--- src/rtl/adder_share_arb_if.sv ---
// adder_share_arb_if: requester beat bus and response slot handshake
// for the shared 64-bit adder arbiter.
interface adder_share_arb_if #(
    parameter int NREQ = 4,
    parameter int IDW  = 2
);
    logic [NREQ-1:0]      req_valid;
    logic [NREQ-1:0]      req_ready;
    logic [64*NREQ-1:0]   req_a;
    logic [64*NREQ-1:0]   req_b;
    logic [NREQ-1:0]      req_cin;
    logic [NREQ-1:0]      req_last;
    logic                 rsp_valid;
    logic                 rsp_ready;
    logic [IDW-1:0]       rsp_id;
    logic [63:0]          rsp_sum;
    logic                 rsp_cout;
    logic                 rsp_last;

    modport master (
        output req_valid, req_a, req_b, req_cin, req_last, rsp_ready,
        input  req_ready, rsp_valid, rsp_id, rsp_sum, rsp_cout, rsp_last
    );

    modport slave (
        input  req_valid, req_a, req_b, req_cin, req_last, rsp_ready,
        output req_ready, rsp_valid, rsp_id, rsp_sum, rsp_cout, rsp_last
    );
endinterface

--- src/rtl/adder_share_arb.sv ---
// adder_share_arb: round-robin, burst-locking arbiter sharing one
// hybrid BK4/KS2 64-bit prefix adder, with a registered response slot.
module hc_64_bk4_ks2 (
    input  logic [63:0] a,
    input  logic [63:0] b,
    input  logic        cin,
    output logic [63:0] sum,
    output logic        cout
);
    logic [63:0] g;
    logic [63:0] p;
    logic [15:0] grp_g;
    logic [15:0] grp_p;
    logic [15:0] ks_g [5];
    logic [15:0] ks_p [5];
    logic [15:0] gc;
    logic        cc;

    assign g = a & b;
    assign p = a ^ b;

    // radix-4 group generate/propagate (Brent-Kung leaf level)
    always_comb begin
        grp_g = '0;
        grp_p = '0;
        for (int j = 0; j < 16; j++) begin
            grp_g[j] = g[4*j+3] | (p[4*j+3] & (g[4*j+2] | (p[4*j+2] &
                       (g[4*j+1] | (p[4*j+1] & g[4*j])))));
            grp_p[j] = &p[4*j +: 4];
        end
    end

    // radix-2 Kogge-Stone prefix tree over the 16 groups
    always_comb begin
        ks_g[0] = grp_g;
        ks_p[0] = grp_p;
        for (int l = 0; l < 4; l++) begin
            for (int j = 0; j < 16; j++) begin
                if (j >= (1 << l)) begin
                    ks_g[l+1][j] = ks_g[l][j] |
                                   (ks_p[l][j] & ks_g[l][j-(1<<l)]);
                    ks_p[l+1][j] = ks_p[l][j] & ks_p[l][j-(1<<l)];
                end else begin
                    ks_g[l+1][j] = ks_g[l][j];
                    ks_p[l+1][j] = ks_p[l][j];
                end
            end
        end
    end

    // group carry-ins, then ripple inside each 4-bit group
    always_comb begin
        gc    = '0;
        gc[0] = cin;
        for (int j = 1; j < 16; j++) begin
            gc[j] = ks_g[4][j-1] | (ks_p[4][j-1] & cin);
        end
        sum = '0;
        cc  = 1'b0;
        for (int j = 0; j < 16; j++) begin
            cc = gc[j];
            for (int i = 0; i < 4; i++) begin
                sum[4*j+i] = p[4*j+i] ^ cc;
                cc = g[4*j+i] | (p[4*j+i] & cc);
            end
        end
        cout = ks_g[4][15] | (ks_p[4][15] & cin);
    end
endmodule

module adder_share_arb #(
    parameter int NREQ = 4,
    parameter int IDW  = 2
) (
    input  logic             clk,
    input  logic             rst,
    adder_share_arb_if.slave bus,
    output logic             busy
);
    typedef enum logic {IDLE, LOCK} state_e;

    state_e         state_q, state_d;
    logic [IDW-1:0] rr_ptr_q, rr_ptr_d;
    logic [IDW-1:0] owner_q, owner_d;
    logic           carry_q, carry_d;
    logic           rsp_valid_q, rsp_valid_d;
    logic [63:0]    rsp_sum_q, rsp_sum_d;
    logic           rsp_cout_q, rsp_cout_d;
    logic [IDW-1:0] rsp_id_q, rsp_id_d;
    logic           rsp_last_q, rsp_last_d;

    logic [IDW-1:0] gnt_idx, hi_idx, lo_idx;
    logic           gnt_any, hi_any, lo_any, own_valid;
    logic           slot_free, accept;
    logic [63:0]    add_a, add_b, add_sum;
    logic           add_cin, add_cout, sel_cin, sel_last;

    // grant: locked owner, else first valid at or above rr_ptr, else wrap
    always_comb begin
        hi_any    = 1'b0;
        hi_idx    = '0;
        lo_any    = 1'b0;
        lo_idx    = '0;
        own_valid = 1'b0;
        for (int k = NREQ - 1; k >= 0; k--) begin
            if (bus.req_valid[k]) begin
                lo_any = 1'b1;
                lo_idx = IDW'(k);
                if (IDW'(k) >= rr_ptr_q) begin
                    hi_any = 1'b1;
                    hi_idx = IDW'(k);
                end
            end
            if (owner_q == IDW'(k)) begin
                own_valid = bus.req_valid[k];
            end
        end
        if (state_q == LOCK) begin
            gnt_any = own_valid;
            gnt_idx = owner_q;
        end else begin
            gnt_any = lo_any;
            gnt_idx = hi_any ? hi_idx : lo_idx;
        end
    end

    assign slot_free = !rsp_valid_q || bus.rsp_ready;
    assign accept    = gnt_any && slot_free;

    // operand mux and one-hot ready for the granted requester
    always_comb begin
        add_a         = '0;
        add_b         = '0;
        sel_cin       = 1'b0;
        sel_last      = 1'b0;
        bus.req_ready = '0;
        for (int k = 0; k < NREQ; k++) begin
            if (gnt_idx == IDW'(k)) begin
                add_a            = bus.req_a[64*k +: 64];
                add_b            = bus.req_b[64*k +: 64];
                sel_cin          = bus.req_cin[k];
                sel_last         = bus.req_last[k];
                bus.req_ready[k] = accept;
            end
        end
    end

    // mid-burst beats take the chained carry, not the requester's cin
    assign add_cin = (state_q == LOCK) ? carry_q : sel_cin;

    hc_64_bk4_ks2 u_add (
        .a    (add_a),
        .b    (add_b),
        .cin  (add_cin),
        .sum  (add_sum),
        .cout (add_cout)
    );

    // next state: burst lock, pointer advance, response slot load/drain
    always_comb begin
        state_d     = state_q;
        rr_ptr_d    = rr_ptr_q;
        owner_d     = owner_q;
        carry_d     = carry_q;
        rsp_valid_d = rsp_valid_q;
        rsp_sum_d   = rsp_sum_q;
        rsp_cout_d  = rsp_cout_q;
        rsp_id_d    = rsp_id_q;
        rsp_last_d  = rsp_last_q;
        if (accept) begin
            rsp_valid_d = 1'b1;
            rsp_sum_d   = add_sum;
            rsp_cout_d  = add_cout;
            rsp_id_d    = gnt_idx;
            rsp_last_d  = sel_last;
            carry_d     = add_cout;
            if (sel_last) begin
                state_d  = IDLE;
                rr_ptr_d = (gnt_idx == IDW'(NREQ - 1)) ? '0
                                                       : gnt_idx + IDW'(1);
            end else begin
                state_d = LOCK;
                owner_d = gnt_idx;
            end
        end else if (bus.rsp_ready) begin
            rsp_valid_d = 1'b0;
        end
    end

    // state registers
    always_ff @(posedge clk or posedge rst) begin
        if (rst) begin
            state_q     <= IDLE;
            rr_ptr_q    <= '0;
            owner_q     <= '0;
            carry_q     <= 1'b0;
            rsp_valid_q <= 1'b0;
            rsp_sum_q   <= '0;
            rsp_cout_q  <= 1'b0;
            rsp_id_q    <= '0;
            rsp_last_q  <= 1'b0;
        end else begin
            state_q     <= state_d;
            rr_ptr_q    <= rr_ptr_d;
            owner_q     <= owner_d;
            carry_q     <= carry_d;
            rsp_valid_q <= rsp_valid_d;
            rsp_sum_q   <= rsp_sum_d;
            rsp_cout_q  <= rsp_cout_d;
            rsp_id_q    <= rsp_id_d;
            rsp_last_q  <= rsp_last_d;
        end
    end

    assign bus.rsp_valid = rsp_valid_q;
    assign bus.rsp_sum   = rsp_sum_q;
    assign bus.rsp_cout  = rsp_cout_q;
    assign bus.rsp_id    = rsp_id_q;
    assign bus.rsp_last  = rsp_last_q;
    assign busy          = (state_q == LOCK) || rsp_valid_q;
endmodule

--- src/flat_wrapper.sv ---
// flat-port wrapper written by rule: the top's interface ports become plain ports
module adder_share_arb_flat 
#(
    parameter int NREQ = 4,
    parameter int IDW  = 2
)
  (clk, rst, busy, bus_req_valid, bus_req_a, bus_req_b, bus_req_cin, bus_req_last, bus_rsp_ready, bus_req_ready, bus_rsp_valid, bus_rsp_id, bus_rsp_sum, bus_rsp_cout, bus_rsp_last);
  adder_share_arb_if #(.NREQ(NREQ), .IDW(IDW)) bus_i ();
  input  logic clk;
  input  logic rst;
  output logic busy;
  input wire logic [$bits(bus_i.req_valid)-1:0] bus_req_valid;
  input wire logic [$bits(bus_i.req_a)-1:0] bus_req_a;
  input wire logic [$bits(bus_i.req_b)-1:0] bus_req_b;
  input wire logic [$bits(bus_i.req_cin)-1:0] bus_req_cin;
  input wire logic [$bits(bus_i.req_last)-1:0] bus_req_last;
  input wire logic [$bits(bus_i.rsp_ready)-1:0] bus_rsp_ready;
  output wire logic [$bits(bus_i.req_ready)-1:0] bus_req_ready;
  output wire logic [$bits(bus_i.rsp_valid)-1:0] bus_rsp_valid;
  output wire logic [$bits(bus_i.rsp_id)-1:0] bus_rsp_id;
  output wire logic [$bits(bus_i.rsp_sum)-1:0] bus_rsp_sum;
  output wire logic [$bits(bus_i.rsp_cout)-1:0] bus_rsp_cout;
  output wire logic [$bits(bus_i.rsp_last)-1:0] bus_rsp_last;
  assign bus_i.req_valid = bus_req_valid;
  assign bus_i.req_a = bus_req_a;
  assign bus_i.req_b = bus_req_b;
  assign bus_i.req_cin = bus_req_cin;
  assign bus_i.req_last = bus_req_last;
  assign bus_i.rsp_ready = bus_rsp_ready;
  assign bus_req_ready = bus_i.req_ready;
  assign bus_rsp_valid = bus_i.rsp_valid;
  assign bus_rsp_id = bus_i.rsp_id;
  assign bus_rsp_sum = bus_i.rsp_sum;
  assign bus_rsp_cout = bus_i.rsp_cout;
  assign bus_rsp_last = bus_i.rsp_last;
  adder_share_arb #(.NREQ(NREQ), .IDW(IDW)) u_core (.clk(clk), .rst(rst), .bus(bus_i), .busy(busy));
endmodule
--- config.mk ---
export PLATFORM = sky130hd
export DESIGN_NAME = adder_share_arb_flat
export DESIGN_NICKNAME = d
export VERILOG_FILES = /design/src/rtl/adder_share_arb_if.sv /design/src/rtl/adder_share_arb.sv /design/src/flat_wrapper.sv
export SDC_FILE = /design/constraint.sdc
export NUM_CORES = 1
export LEC_CHECK = 0
export ABC_AREA = 1
export CELL_PAD_IN_SITES_DETAIL_PLACEMENT = 1
export CELL_PAD_IN_SITES_GLOBAL_PLACEMENT = 2
export CORE_MARGIN = 2
export CORE_UTILIZATION = 17
export DETAILED_ROUTE_END_ITERATION = 10
export GPL_TIMING_DRIVEN = 0
export PLACE_DENSITY_LB_ADDON = 0.1
export SETUP_SLACK_MARGIN = 0.05
export SLEW_MARGIN = 30
export SYNTH_ARGS = -nofsm -noshare
export SYNTH_HDL_FRONTEND = slang
export SYNTH_SLANG_ARGS = --single-unit
export TNS_END_PERCENT = 100
--- constraint.sdc ---
create_clock -name clk -period 5.2 [get_ports clk]
set_input_delay 1.04 -clock clk [delete_from_list [all_inputs] [get_ports clk]]
set_output_delay 1.04 -clock clk [all_outputs]
set_load 0.01 [all_outputs]
==> results.py <==
metrics = {
    "synthesis": {
        "synth_area_leader_cell": "dfrtp_1",
        "ys_ff_latch": 74,
        "yosys_warnings": 0,
        "yosys.area.top_type_share_pct": 18.9,
        "synthesis.nets": 2116,
        "yosysUniqueCellTypes": 35,
        "synth_cells": 1473,
        "synth_area_leaders": "dfrtp_1 (19%), nand2_1 (15%), fa_1 (9.8%)",
        "netlist_area_um2": 9800,
        "syn_avg_cell_area_um2": 6.65,
        "yosysSeqAreaShare_pct": 18.9,
    },
    "clocking": {
        "cts_buffers": 9,
        "cts_sinks": 74,
        "clock_path_buffers": 2,
        "root_buffer": "clkbuf_16",
        "cts_tree": "done",
        "htreeDepth": 3,
        "clk_latency_ns": 0.38,
        "clk_transition_reported_paths_ns": 0.07,
        "cts_hold_buf": 0,
    },
    "die": {
        "rows": 88,
        "die_area_um2": 59600,
        "die_y_um": 244,
        "ios": 601,
        "die-width_um": 244,
        "initial_core_util_pct": 17.1,
        "fp.coreArea_um2": 57400,
    },
    "worst_setup_path": {
        "r2r_start": "u_core.rr_ptr_q[1]$_DFFE_PP0P_",
        "critPathMaxFanout": 7,
        "critPathTopFamily": "adder cells",
        "cp_num_buf_inv": 11,
        "rr_worst_depth": 35,
        "r2r_end": "u_core.bus.rsp_sum[34]$_DFFE_PP0P_",
        "start_kind": "input pin",
        "critPathArrivalTime_ns": 5.91,
        "worstSetupPathType": "in -> reg",
        "required_ns": 5.43,
        "r2r_slack_ns": -0.25,
        "crit_path_frequent_cell": "nand2_2",
        "crit_slowest_cell": "fa_2",
        "cpPeakStageDelay_ns": 0.57,
        "cp-end-kind": "register",
    },
    "layout": {
        "final_cell_mix": "clkdlybuf4s50_1 (596), nand2_1 (358), nor2_1 (153)",
        "fin_nets": 2849,
        "n_antenna_cell": 0,
        "final_core_util_pct": 36.2,
        "drive_above_1_share_pct": 27.0,
        "layout_commonest_cell": "clkdlybuf4s50_1",
        "area_growth_pct": 112,
        "fillers": 6799,
    },
    "routing": {
        "drt-pass1-iter-count": 4,
        "vias": 13400,
        "final_antenna_net_count": 0,
        "via_per_inst": 4.49,
        "wl_per_cell_um": 23.0,
        "drt_iter0_drc": 392,
        "wirelength_mm": 68.5,
        "drt_drc_violations_left": 0,
    },
    "timing": {
        "slew_viol_final": 0,
        "finalClockSkew_ns": 0.00848,
        "rsz0062_at_grt": "yes",
        "setup_viol": 40,
        "period_share_pct": 109,
        "worst_pin_slew_ns": 0.786,
        "hold_violations": 0,
        "max_freq_mhz": 176,
        "period_minus_slack_ns": 5.68,
        "final.setup.worst_slack_ns": -0.480,
        "max-slew-margin-rel_pct": 47.6,
    },
    "outcome": {
        "violations": "negative setup slack",
        "outcome": "complete, but fails checks",
    },
    "grt": {
        "first_global_vias": 14600,
        "antenna_found_initial": 0,
        "grt_use_total_pct": 22.2,
        "grt_pass1_wl_mm": 97.7,
        "grt_overflow": 0,
        "grt_start_max_net_pins": 42,
    },
    "min_path": {
        "hp-class": "reg -> reg",
        "hp-start": "u_core.bus.rsp_sum[57]$_DFFE_PP0P_",
        "worstHoldEndpoint": "u_core.bus.rsp_sum[57]$_DFFE_PP0P_",
        "hold_path_depth": 2,
    },
    "placement": {
        "place.gp.congestion": 0.862,
        "io_buffers": 600,
        "pre_cts_ws_ns": -2.43,
        "hpwl_mm": 56.8,
    },
    "run": {
        "cap_violations": 0,
    },
}
## worst max-delay path by stage
| stage | startpoint | endpoint | cells past startpoint |
|---|---|---|---|
| after floorplan | bus_req_valid[0] | u_core.bus.rsp_sum[62]$_DFFE_PP0P_ | 30 |
| after global placement | bus_req_valid[0] | u_core.bus.rsp_sum[55]$_DFFE_PP0P_ | 28 |
| after detailed placement | bus_req_valid[0] | u_core.bus.rsp_sum[55]$_DFFE_PP0P_ | 28 |
| after CTS | bus_req_valid[0] | u_core.bus.rsp_sum[62]$_DFFE_PP0P_ | 35 |
| after global routing | bus_req_valid[0] | u_core.bus.rsp_sum[47]$_DFFE_PP0P_ | 36 |
| final | bus_req_valid[0] | u_core.bus.rsp_sum[34]$_DFFE_PP0P_ | 35 |
## cells in the mapped netlist (all sizes together)
master,count
nand2,402
nor2,178
o21ai,131
a21oi,125
a22oi,114
inv,97
dfrtp,74
ha,68
buf,50
clkbuf,50
fa,48
nand3,23
o31ai,18
a221oi,17
nand4,15
o21a,15
a22o,14
xor2,10
o21bai,6
xnor2,6
a21o,3
nand3b,2
o211ai,2
and3,1
nor3,1
nor3b,1
o2111ai,1
or2,1
## metrics by stage
stage                     instances  hold slack, ns  setup TNS, ns  area, µm²
final                          2976           0.484         -11.73      20700
after global routing           2976           0.511         -23.78      20700
after CTS                      2952           0.485         -12.39      19900
after detailed placement       2839           0.472        -122.13      17300
after global placement         2838           0.463        -118.15      17300
after floorplan                1473           0.515         -0.155      10300
## state kept, by name, summed over array words and instances, names as in the netlist
name                  flops
u_core.owner_q            2
u_core.bus.rsp_id         2
u_core.rr_ptr_q           2
u_core.bus.rsp_valid      1
u_core.bus.rsp_last       1
u_core.state_q            1
u_core.carry_q            1
u_core.bus.rsp_sum       64
## cells by family after synthesis
group,count (synthesis),synth area share [%]
compound gates,446,28.1
simple gates,624,24.9
buf+inv,197,8.21
fa+ha+maj,116,18.5
flops,74,18.9
xor+xnor,16,1.43
## tightest hold or removal path, cell delays in order (launching register included)
cell	delay, ns
dfrtp_1	0.34
nand2_1	0.06
nand2_1	0.05
## repair_timing
| item | in CTS | in global routing |
|---|---|---|
| endpoints found under the hold margin | 0 | 0 |
| setup buffers | 94 | 26 |
| gates cloned | 6 | 3 |
| pin swaps | 137 | 117 |
| endpoints found under the setup margin | 66 | 60 |
| gates resized for setup | 346 | 194 |
## metal layers
layer  track usage, %  vias to the layer above  wire length, µm
met5                0                        -                0
met4             3.28                        0              679
met3             4.07                       24             3320
met2             41.4                      321            35800
met1             26.9                     6516            28700
li1                 -                     6504                -
## area by class of cell
class                           count  area, µm²  area share [%]
Buffer                             95       1030            4.97
Clock buffer                       10        239            1.15
Clock inverter                      6        113           0.543
Inverter                           97        407            1.96
Multi-Input combinational cell   1202       8840            42.6
Sequential cell                    74       1850            8.93
Tap cell                          765        957            4.61
Timing Repair Buffer              727       7300            35.2
Power is left out: the tool's default activity adds up to more than one toggle a clock period on the data nets, which glitch-free logic cannot reach.
